`src/rtl/vtage_pkg.sv`:
```
// Shared types and default constants for the VTAGE update path.
`ifndef P_TAG_WIDTH
`define P_TAG_WIDTH 8
`endif

package vtage_pkg;

    localparam int unsigned VTAGE_NUM_COMP    = 4;
    localparam int unsigned VTAGE_INDEX_WIDTH = 8;
    localparam int unsigned VTAGE_TAG_WIDTH   = `P_TAG_WIDTH;
    localparam int unsigned VTAGE_DECAY_WIDTH = 4;

    // Update controller sequencing: accept, provider training, allocation.
    typedef enum logic [1:0] {
        ST_IDLE  = 2'd0,
        ST_EVAL  = 2'd1,
        ST_ALLOC = 2'd2
    } vtage_state_e;

    // Feedback record as captured at accept, for the default geometry.
    typedef struct packed {
        logic [VTAGE_INDEX_WIDTH-1:0]                fb_value;
        logic [VTAGE_NUM_COMP*VTAGE_TAG_WIDTH-1:0]   fb_tag;
        logic [VTAGE_NUM_COMP*VTAGE_INDEX_WIDTH-1:0] ent_value;
        logic [VTAGE_NUM_COMP-1:0]                   tag_match;
        logic [VTAGE_NUM_COMP-1:0]                   alloc_avail;
        logic [VTAGE_NUM_COMP-1:0]                   conf_sat;
    } vtage_rec_t;

endpackage

```
`src/rtl/vtage_prio_sel.sv`:
```
// Provider (highest matching) and allocation (lowest free above provider) selection.
module vtage_prio_sel #(
    parameter int unsigned P_N     = 4,
    parameter int unsigned LP_IDX_W = (P_N > 1) ? $clog2(P_N) : 1
) (
    input  logic [P_N-1:0]      hi_vec_i,
    input  logic [P_N-1:0]      lo_vec_i,
    output logic                hi_vld_o,
    output logic [LP_IDX_W-1:0] hi_idx_o,
    output logic [P_N-1:0]      above_o,
    output logic                lo_vld_o,
    output logic [LP_IDX_W-1:0] lo_idx_o
);

    // Highest set bit first, then candidates strictly above it, then lowest candidate.
    always_comb begin
        hi_vld_o = 1'b0;
        hi_idx_o = '0;
        above_o  = '0;
        lo_vld_o = 1'b0;
        lo_idx_o = '0;
        for (int i = 0; i < int'(P_N); i++) begin
            if (hi_vec_i[i]) begin
                hi_vld_o = 1'b1;
                hi_idx_o = LP_IDX_W'(i);
            end
        end
        for (int i = 0; i < int'(P_N); i++) begin
            above_o[i] = !hi_vld_o || (i > int'(hi_idx_o));
        end
        for (int i = int'(P_N) - 1; i >= 0; i--) begin
            if (lo_vec_i[i] && above_o[i]) begin
                lo_vld_o = 1'b1;
                lo_idx_o = LP_IDX_W'(i);
            end
        end
    end

endmodule

```
`src/rtl/vtage_update_ctrl.sv`:
```
// Commit-side VTAGE training and allocation controller.
module vtage_update_ctrl
    import vtage_pkg::*;
#(
    parameter int unsigned P_NUM_COMP     = VTAGE_NUM_COMP,
    parameter int unsigned LP_INDEX_WIDTH = VTAGE_INDEX_WIDTH,
    parameter int unsigned P_TAG_WIDTH    = `P_TAG_WIDTH,
    parameter int unsigned P_DECAY_WIDTH  = VTAGE_DECAY_WIDTH
) (
    input  logic                                 clk_i,
    input  logic                                 rst_i,
    input  logic                                 fb_valid_i,
    output logic                                 fb_ready_o,
    input  logic [LP_INDEX_WIDTH-1:0]            fb_value_i,
    input  logic [P_NUM_COMP*P_TAG_WIDTH-1:0]    fb_tag_i,
    input  logic [P_NUM_COMP*LP_INDEX_WIDTH-1:0] ent_value_i,
    input  logic [P_NUM_COMP-1:0]                ent_tag_match_i,
    input  logic [P_NUM_COMP-1:0]                ent_alloc_avail_i,
    input  logic [P_NUM_COMP-1:0]                ent_conf_sat_i,
    output logic [P_NUM_COMP-1:0]                ud_incr_conf_o,
    output logic [P_NUM_COMP-1:0]                ud_rst_conf_o,
    output logic [P_NUM_COMP-1:0]                ud_incr_use_o,
    output logic [P_NUM_COMP-1:0]                ud_decr_use_o,
    output logic [P_NUM_COMP-1:0]                ud_rst_use_o,
    output logic [P_NUM_COMP-1:0]                ud_load_tag_o,
    output logic [P_NUM_COMP-1:0]                ud_load_value_o,
    output logic [P_TAG_WIDTH-1:0]               ud_tag_o,
    output logic [LP_INDEX_WIDTH-1:0]            ud_value_o,
    output logic                                 alloc_fail_o
);

    localparam int unsigned LP_IDX_W = (P_NUM_COMP > 1) ? $clog2(P_NUM_COMP) : 1;

    // Record as held between accept and the end of allocation.
    typedef struct packed {
        logic [LP_INDEX_WIDTH-1:0]            fb_value;
        logic [P_NUM_COMP*P_TAG_WIDTH-1:0]    fb_tag;
        logic [P_NUM_COMP*LP_INDEX_WIDTH-1:0] ent_value;
        logic [P_NUM_COMP-1:0]                tag_match;
        logic [P_NUM_COMP-1:0]                alloc_avail;
        logic [P_NUM_COMP-1:0]                conf_sat;
    } rec_t;

    vtage_state_e             state_q, state_d;
    rec_t                     rec_q;
    logic [P_DECAY_WIDTH-1:0] decay_q, decay_d;

    logic                  prov_vld, alloc_vld, prov_hit, prov_sat;
    logic [LP_IDX_W-1:0]   prov_idx, alloc_idx;
    logic [P_NUM_COMP-1:0] cand, prov_oh, alloc_oh;

    assign fb_ready_o = (state_q == ST_IDLE);

    vtage_prio_sel #(
        .P_N      (P_NUM_COMP),
        .LP_IDX_W (LP_IDX_W)
    ) u_prio_sel (
        .hi_vec_i (rec_q.tag_match),
        .lo_vec_i (rec_q.alloc_avail),
        .hi_vld_o (prov_vld),
        .hi_idx_o (prov_idx),
        .above_o  (cand),
        .lo_vld_o (alloc_vld),
        .lo_idx_o (alloc_idx)
    );

    // Provider value check and one-hot selects, all from captured state.
    always_comb begin
        prov_hit = (rec_q.ent_value[int'(prov_idx)*LP_INDEX_WIDTH +: LP_INDEX_WIDTH] == rec_q.fb_value);
        prov_sat = rec_q.conf_sat[prov_idx];
        prov_oh  = '0;
        prov_oh[prov_idx] = prov_vld;
        alloc_oh = '0;
        alloc_oh[alloc_idx] = alloc_vld;
    end

    // State, capture and decay registers.
    always_ff @(posedge clk_i or posedge rst_i) begin
        if (rst_i) begin
            state_q <= ST_IDLE;
            rec_q   <= '0;
            decay_q <= '0;
        end else begin
            state_q <= state_d;
            decay_q <= decay_d;
            if ((state_q == ST_IDLE) && fb_valid_i) begin
                rec_q.fb_value    <= fb_value_i;
                rec_q.fb_tag      <= fb_tag_i;
                rec_q.ent_value   <= ent_value_i;
                rec_q.tag_match   <= ent_tag_match_i;
                rec_q.alloc_avail <= ent_alloc_avail_i;
                rec_q.conf_sat    <= ent_conf_sat_i;
            end
        end
    end

    // Next state and update strobe decode.
    always_comb begin
        state_d         = state_q;
        decay_d         = decay_q;
        ud_incr_conf_o  = '0;
        ud_rst_conf_o   = '0;
        ud_incr_use_o   = '0;
        ud_decr_use_o   = '0;
        ud_rst_use_o    = '0;
        ud_load_tag_o   = '0;
        ud_load_value_o = '0;
        ud_tag_o        = '0;
        ud_value_o      = '0;
        alloc_fail_o    = 1'b0;
        unique case (state_q)
            ST_IDLE: begin
                if (fb_valid_i) state_d = ST_EVAL;
            end
            ST_EVAL: begin
                state_d = ST_ALLOC;
                if (prov_vld) begin
                    if (prov_hit) begin
                        ud_incr_conf_o = prov_oh;
                        if (prov_sat) ud_incr_use_o = prov_oh;
                        state_d = ST_IDLE;
                    end else begin
                        ud_rst_conf_o   = prov_oh;
                        ud_load_value_o = prov_oh;
                        ud_value_o      = rec_q.fb_value;
                        if (prov_sat) ud_decr_use_o = prov_oh;
                    end
                end
            end
            ST_ALLOC: begin
                state_d = ST_IDLE;
                if (alloc_vld) begin
                    ud_load_tag_o   = alloc_oh;
                    ud_load_value_o = alloc_oh;
                    ud_rst_conf_o   = alloc_oh;
                    ud_rst_use_o    = alloc_oh;
                    ud_tag_o        = rec_q.fb_tag[int'(alloc_idx)*P_TAG_WIDTH +: P_TAG_WIDTH];
                    ud_value_o      = rec_q.fb_value;
                end else if (|cand) begin
                    // Entries floor useful at 0, so the global decay can OR over candidates.
                    ud_decr_use_o = (decay_q == '1) ? '1 : cand;
                    alloc_fail_o  = 1'b1;
                    decay_d       = decay_q + P_DECAY_WIDTH'(1);
                end
            end
            default: state_d = ST_IDLE;
        endcase
    end

endmodule
```
`config.mk`:
```
export PLATFORM = sky130hd
export DESIGN_NAME = vtage_update_ctrl
export DESIGN_NICKNAME = d
export VERILOG_FILES = /design/src/rtl/vtage_pkg.sv /design/src/rtl/vtage_prio_sel.sv /design/src/rtl/vtage_update_ctrl.sv
export SDC_FILE = /design/constraint.sdc
export NUM_CORES = 1
export LEC_CHECK = 0
export CORE_MARGIN = 1
export CORE_UTILIZATION = 46
export DETAILED_ROUTE_END_ITERATION = 8
export GPL_TIMING_DRIVEN = 0
export PLACE_DENSITY = 0.76
export SETUP_SLACK_MARGIN = 0.3
export SYNTH_ARGS = -nofsm -noshare
export SYNTH_HDL_FRONTEND = slang
export SYNTH_SLANG_ARGS = --single-unit
```
`constraint.sdc`:
```
create_clock -name clk_i -period 7.63 [get_ports clk_i]
set_clock_uncertainty 0.2 [all_clocks]
set_input_delay 2.289 -clock clk_i [delete_from_list [all_inputs] [get_ports clk_i]]
set_output_delay 2.289 -clock clk_i [all_outputs]
set_load 0.01 [all_outputs]
```
==> results of run 1 <==
## state kept, by name (all words and copies together) (netlist names)
name,cells
decay_q,4
state_q,2
rec_q,84
## how the worst min path moves through the flow
stage,start,endpoint,slack [ps],cells past startpoint
2_1_floorplan,decay_q[3]$_DFFE_PP0P_,decay_q[3]$_DFFE_PP0P_,250,1
3_5_place_dp,decay_q[3]$_DFFE_PP0P_,decay_q[3]$_DFFE_PP0P_,270,1
6_report,decay_q[3]$_DFFE_PP0P_,decay_q[3]$_DFFE_PP0P_,290,1
4_1_cts,decay_q[3]$_DFFE_PP0P_,decay_q[3]$_DFFE_PP0P_,290,1
3_3_place_gp,decay_q[3]$_DFFE_PP0P_,decay_q[3]$_DFFE_PP0P_,260,1
5_1_grt,decay_q[3]$_DFFE_PP0P_,decay_q[3]$_DFFE_PP0P_,300,1
## power by group
| group | switching (mW) | internal [mW] | total [mW] |
|---|---|---|---|
| sequential | 0.168 | 0.717 | 0.885 |
| combinational | 0.595 | 0.613 | 1.21 |
| clock | 0.164 | 0.203 | 0.367 |
| total | 0.927 | 1.53 | 2.46 |
## worst reg2reg max path, cell delays in order, from the launching register on
cell and delay [ps]:
dfrtp_1 480, clkbuf_1 420, o21ai_0 260, xnor2_1 170, a31oi_1 590, clkbuf_1 400
nor4_1 110, o22ai_1 140
## area by class of cell
cell class                      count  share of cell area
Sequential cell                    90               0.352
Multi-Input combinational cell    257               0.346
Timing Repair Buffer              133               0.211
Tap cell                          133              0.0260
Buffer                             29              0.0252
Clock buffer                       12              0.0242
Clock inverter                      4              0.0115
Inverter                            8             0.00508
## logic make-up (layout without fill, tap and decap cells)
| group | Yosys count | after routing | share of synthesized area |
|---|---|---|---|
| adders and majority gates | 4 | 4 | 0.0108 |
| muxes | 102 | 102 | 0.242 |
| buffers and inverters | 37 | 186 | 0.0411 |
| xor gates and xnor gates | 22 | 22 | 0.0414 |
| AOI/OAI and AO/OA | 61 | 61 | 0.0997 |
| DFF | 90 | 90 | 0.484 |
| and+or+nand+nor | 68 | 68 | 0.0809 |
## through the flow
step | worst slack, ps | hold WS (ps) | cells | area, µm² | power [mW]
6_report | 1570 | 287 | 666 | 6400 | 2.46
5_1_grt | 1330 | 298 | 666 | 6400 | 2.63
4_1_cts | 1610 | 287 | 666 | 6400 | 2.47
3_5_place_dp | 2000 | 274 | 650 | 6170 | 2.09
3_3_place_gp | 1460 | 263 | 649 | 6140 | 2.05
2_1_floorplan | 2810 | 245 | 384 | 4660 | 1.72
## cell usage after synthesis, types with 2 or more instances
cell type | number | area [µm²]
nand2b_1 | 7 | 43.8
xor2_1 | 3 | 26.3
clkbuf_1 | 14 | 52.6
o21ai_0 | 7 | 35.0
mux2i_1 | 16 | 160
nand3_1 | 8 | 40.0
a22oi_1 | 6 | 45.0
buf_2 | 3 | 15.0
o41ai_1 | 3 | 26.3
xnor2_1 | 19 | 166
nand4_1 | 2 | 12.5
and3_1 | 4 | 25.0
a21o_1 | 2 | 15.0
nor4_1 | 4 | 25.0
a21boi_0 | 8 | 60.1
a21oi_1 | 5 | 25.0
and2_1 | 11 | 68.8
nand2_1 | 15 | 56.3
a211oi_1 | 16 | 120
dfrtp_1 | 90 | 2250
inv_1 | 7 | 26.3
ha_1 | 4 | 50.1
buf_4 | 11 | 82.6
nor3_1 | 6 | 30.0
nor2_1 | 6 | 22.5
mux2_2 | 86 | 968
o311a_1 | 5 | 50.1
## layer usage
| layer | part of all wire | vias to the layer above |
|---|---|---|
| met4 | 0.015 | 0 |
| met2 | 0.51 | 108 |
| met5 | 0 | - |
| li1 | - | 1670 |
| met1 | 0.43 | 1773 |
| met3 | 0.048 | 14 |
==> flow_summary.toml, run 1 <==
[run_status]
status = "completed"

[placement]
io_buffers = 132
gp_congestion = 0.848
detailedPlacementHpwl_um = 8950

[clock_tree]
clock_latency_ps = 360
cts_root_buf = "clkbuf_8"
cts_buffers = 9
ctsResizeCount = 0
htreeDepth = 3
cts_tree = "yes"
ctsHoldBuffers = 0
path_clk_slew_ps = 80
clock_path_buffers = 2
cts_setup_buffers = 0
clkSinkCount = 90

[synthesis]
synth-seq-cells = 90
ys_types = 43
syn_nets = 475
netlist_area_mm2 = 0.00466
ys_async_sr_fraction = 1.00
synth.avg_cell_area_um2 = 12.1
yosys_warnings = 0
synth_edf_count = 0
synth_cells = 384
synth_flop_cell = "dfrtp_1"
synth.yosys.seq_area_share = 0.484

[timing]
max_freq_ghz = 0.165
setup_viol = 0
min_period_over_period = 0.794
min_period_ps = 6060
rsz0062_at_grt = "false"
tns_ps = 0
worstMarginPinSlew_ps = 899
hold_viol = 0
report.final.slew_viol_count = 0
slew_headroom = 0.395

[floorplanning]
ios = 133
core_area_mm2 = 0.00977
dieWidth_um = 103
dieArea_mm2 = 0.0105
num_rows = 36
die_y_um = 103
initial_core_util = 0.476

[cells_and_area]
area_growth_pct = 37.5
final_cell_mix = "132 x clkdlybuf4s50_1, 90 x dfrtp_1, 86 x mux2_2"
diodes = 0
seqCellArea_mm2 = 0.00225
finalNetCount = 619
drive_gt1_frac = 0.233
final_common_cell = "clkdlybuf4s50_1"
fillers = 789
multi_input_area_mm2 = 0.00221
utilization = 0.655

[detailed_routing]
viasPerCell = 5.35
drtAntennaViolNets = 0
drt_iter0_markers = 135
routed_wl_um = 11700
drt_pre_antenna_iters = 4
vias = 3565
drc = 0
wl_per_cell_um = 17.5

[setup_path]
reg2reg_slack_ps = 4790
cp_slowest_stage_delay_ps = 590
crit_top_cell = "clkbuf_1"
r2r_start = "rec_q[10]$_DFFE_PP0P_"
cp_max_fo = 10
cp-start-kind = "flop"
crit_required_ps = 5140
cp.depth = 8
worst-path-buf-inv = 4
critPathTopFamily = "buffers and inverters"
r2r_cells = 7
cpMaxStageDelayCell = "a31oi_1"
endpoint = "ud_rst_conf_o[2]"
r2r-end = "state_q[1]$_DFFE_PP0P_"
path_class = "reg -> out"
endpoint_kind = "primary output"
cp_cell_sequence = "clkbuf_1, o21ai_0, xnor2_1, a31oi_1, clkbuf_1, o311a_1, buf_4, clkdlybuf4s50_1"
setup.worst_path.start = "rec_q[10]$_DFFE_PP0P_"
worstPathArrival_ps = 3570

[worst_hold_path]
min_path_type = "reg -> reg"

[global_route]
busiest_layer = "met2"
grt_start_max_net_pins = 57
grt_util_all_layers = 0.236
antenna_found_initial = 0
grt_pass1_vias = 3740
grt_pass1_wl_um = 18500
grt_util_met3 = 0.0244
met2_usage = 0.412
grt.met1_usage = 0.307
overflow = 0

[power_and_ir_drop]
p_leak_nw = 2.63
max-vdd-ir-drop_v = 0.000191
power_density_mw_per_mm2 = 384

[run]
maxCapViolCount = 0
Note: power is estimated with default switching activity, not from simulation.
==> inputs of run 2 (changes only) <==
clock period = 6.25 ns   (was 7.63 ns; I/O delays follow)
==> results of run 2 <==
The final DEF is identical to that of run 1. Status: completed.
Among the figures that moved: setup slack after placement 2000 ps -> 1040 ps; setup slack after layout 1570 ps -> 603 ps; register-to-register setup slack 4790 ps -> 3410 ps; total power 2.46 mW -> 3.00 mW; worst IR drop on VDD 0.000191 V -> 0.000234 V
==> inputs of run 3 (changes only) <==
ABC_AREA = 1   (was not set)
ABC_CLOCK_PERIOD_IN_PS = 6250   (was not set)
PLACE_DENSITY = 0.75   (was 0.76)
==> flow_summary.toml, run 3 <==
[run_status]
status = "completed"

[clock_tree]
cts_buffers = 9
cts_tree = "yes"
cts_root_buf = "clkbuf_8"
clock_path_buffers = 2
clkSinkCount = 90
ctsHoldBuffers = 0
path_clk_slew_ps = 90
cts_setup_buffers = 0
clock_latency_ps = 360
ctsResizeCount = 0
htreeDepth = 3

[timing]
report.final.slew_viol_count = 0
hold_viol = 0
fin_ws_ps = 1070
worstMarginPinSlew_ps = 649
rsz0062_at_grt = "false"
setup_viol = 0
tns_ps = 0
slew_headroom = 0.568
min_period_ps = 5180
max_freq_ghz = 0.193
min_period_over_period = 0.829

[synthesis]
ys_async_sr_fraction = 1.00
synth_edf_count = 0
ys_types = 34
synth-seq-cells = 90
syn_nets = 606
synth.yosys.seq_area_share = 0.474
muxShareOfSynthArea = 0.140
netlist_area_mm2 = 0.00475
synth_top_area_cell = "dfrtp_1"
yosys_warnings = 0
synth_cells = 515
synthSimpleGateAreaFrac = 0.190
synth_top_family_by_area = "simple AND/OR/NAND/NOR gates"
synth_most_common_cell = "dfrtp_1"
synth_xor_area_frac = 0.00553
yosys-top-cells-count = "90 x dfrtp_1, 65 x nand2_1, 59 x mux2_2, 51 x a21oi_1"
synthAdderAreaFrac = 0.0105
synth_area_leaders = "dfrtp_1 47%, mux2_2 14%, a21oi_1 5.4%"
synth-compound-area-share = 0.0930
synth_flop_cell = "dfrtp_1"
synth.avg_cell_area_um2 = 9.22
synth_top_area_frac = 0.474

[global_route]
grt_pass1_vias = 4345
grt_pass1_wl_um = 20900
antenna_found_initial = 0
overflow = 0
grt_start_max_net_pins = 60
grt_util_all_layers = 0.247

[power_and_ir_drop]
max-vdd-ir-drop_v = 0.000209
pwr-share-seq = 0.364
power_switching_mw = 1.16
p_leak_nw = 2.82
power_density_mw_per_mm2 = 436
p_sw_frac = 0.414
p_comb_frac = 0.505
p_clk_frac = 0.131
p_int_mw = 1.65

[placement]
io_buffers = 132
dpl_worst_slack_ps = 1440
dp.cells = 781
detailedPlacementHpwl_um = 9750
gp_congestion = 0.861

[detailed_routing]
drt_iter0_markers = 173
routed_wl_um = 12600
vias = 4144
viasPerCell = 5.20
drt_pre_antenna_iters = 4
wl_per_cell_um = 15.8
drtAntennaViolNets = 0
drc = 0

[cells_and_area]
reg.largest.list = "rec_q (84), decay_q (4), state_q (2)"
final_cell_mix = "132 x clkdlybuf4s50_1, 90 x dfrtp_1, 65 x nand2_1"
finalNetCount = 750
utilization = 0.651
fillers = 815
drive_gt1_frac = 0.187
final_common_cell = "clkdlybuf4s50_1"
diodes = 0
regMostFlops = "rec_q"
largest_reg_flops = 84
area_growth_pct = 35.7
fin_cells = 797

[worst_hold_path]
hp-start = "decay_q[3]$_DFFE_PP0P_"
min_path_cells = 1
min_path_type = "reg -> reg"

[setup_path]
cp-start-kind = "flop"
cp_max_fo = 10
r2r_cells = 6
path_class = "reg -> out"
setup.worst_path.start = "rec_q[11]$_DFFE_PP0P_"
endpoint_kind = "primary output"
r2r_start = "state_q[1]$_DFFE_PP0P_"
crit_required_ps = 4180
worstPathArrival_ps = 3100

[floorplanning]
dieWidth_um = 104
num_rows = 36
core_area_mm2 = 0.00991
dieArea_mm2 = 0.0107
initial_core_util = 0.479
die_y_um = 104
ios = 133

[run]
maxCapViolCount = 0
==> run 3: critical path, cell delays in order, from the launching register on <==
cell             delay (ps)
dfrtp_1                 380
buf_6                   160
nor2_8                  210
nand2_2                 150
inv_1                   100
nand2_1                 100
o21ai_2                 100
nand2_2                 140
inv_2                   180
nand2_1                  90
nor2_1                  210
inv_1                    60
a21oi_1                 210
buf_4                   140
clkdlybuf4s50_1         520
==> run 3: through the flow <==
stage	instance area (µm²)	hold WS, ps	power (mW)
2_1_floorplan	4750	245	1.99
3_3_place_gp	6240	262	2.38
3_5_place_dp	6270	271	2.45
4_1_cts	6450	285	2.81
5_1_grt	6450	310	3.04
6_report	6450	276	2.81
==> run 3: path summary, 6_finish.rpt <==
check | slack (ps) | end
worst max-delay path | 1070 | ud_rst_conf_o[3]
worst min-delay path | 280 | decay_q[3]$_DFFE_PP0P_
worst max register to register | 3760 | rec_q[52]$_DFFE_PP0P_
worst min register to register | 280 | decay_q[3]$_DFFE_PP0P_
max in group asynchronous | 3560 | rec_q[30]$_DFFE_PP0P_
min in group asynchronous | 1670 | rec_q[64]$_DFFE_PP0P_
==> run 3: power by group through the flow <==
stage	logic, mW	clock network (mW)	registers [mW]
6_report	1.42	0.368	1.02
5_1_grt	1.58	0.402	1.05
4_1_cts	1.42	0.375	1.02
3_5_place_dp	1.41	0	1.03
3_3_place_gp	1.37	0	1.02
2_1_floorplan	1.00	0	0.984
==> run 3: kinds of logic after synthesis <==
logic type                 after synthesis
AOI/OAI and AO/OA                       84
DFF                                     90
muxes                                   59
xor gates and xnor gates                 3
adders and majority gates                4
buffers and inverters                   88
and+or+nand+nor                        187
==> run 3: per-layer routing <==
metal / track usage / vias up / share of wire
met3: 0.0447 / 20 / 0.061
met2: 0.419 / 141 / 0.50
li1: - / 1978 / -
met4: 0.0901 / 0 / 0.021
met5: 0 / - / 0
met1: 0.314 / 2005 / 0.42
==> run 3: layout make-up <==
class	instances	area (µm²)	area share
plain buffers	33	206	0.0320
clock buffers	11	141	0.0219
clock inverters	5	38.8	0.00601
inverters	55	209	0.0324
multi-input cells	337	2090	0.323
flip-flops and latches	90	2250	0.349
well taps	133	166	0.0258
repair buffers	133	1350	0.209
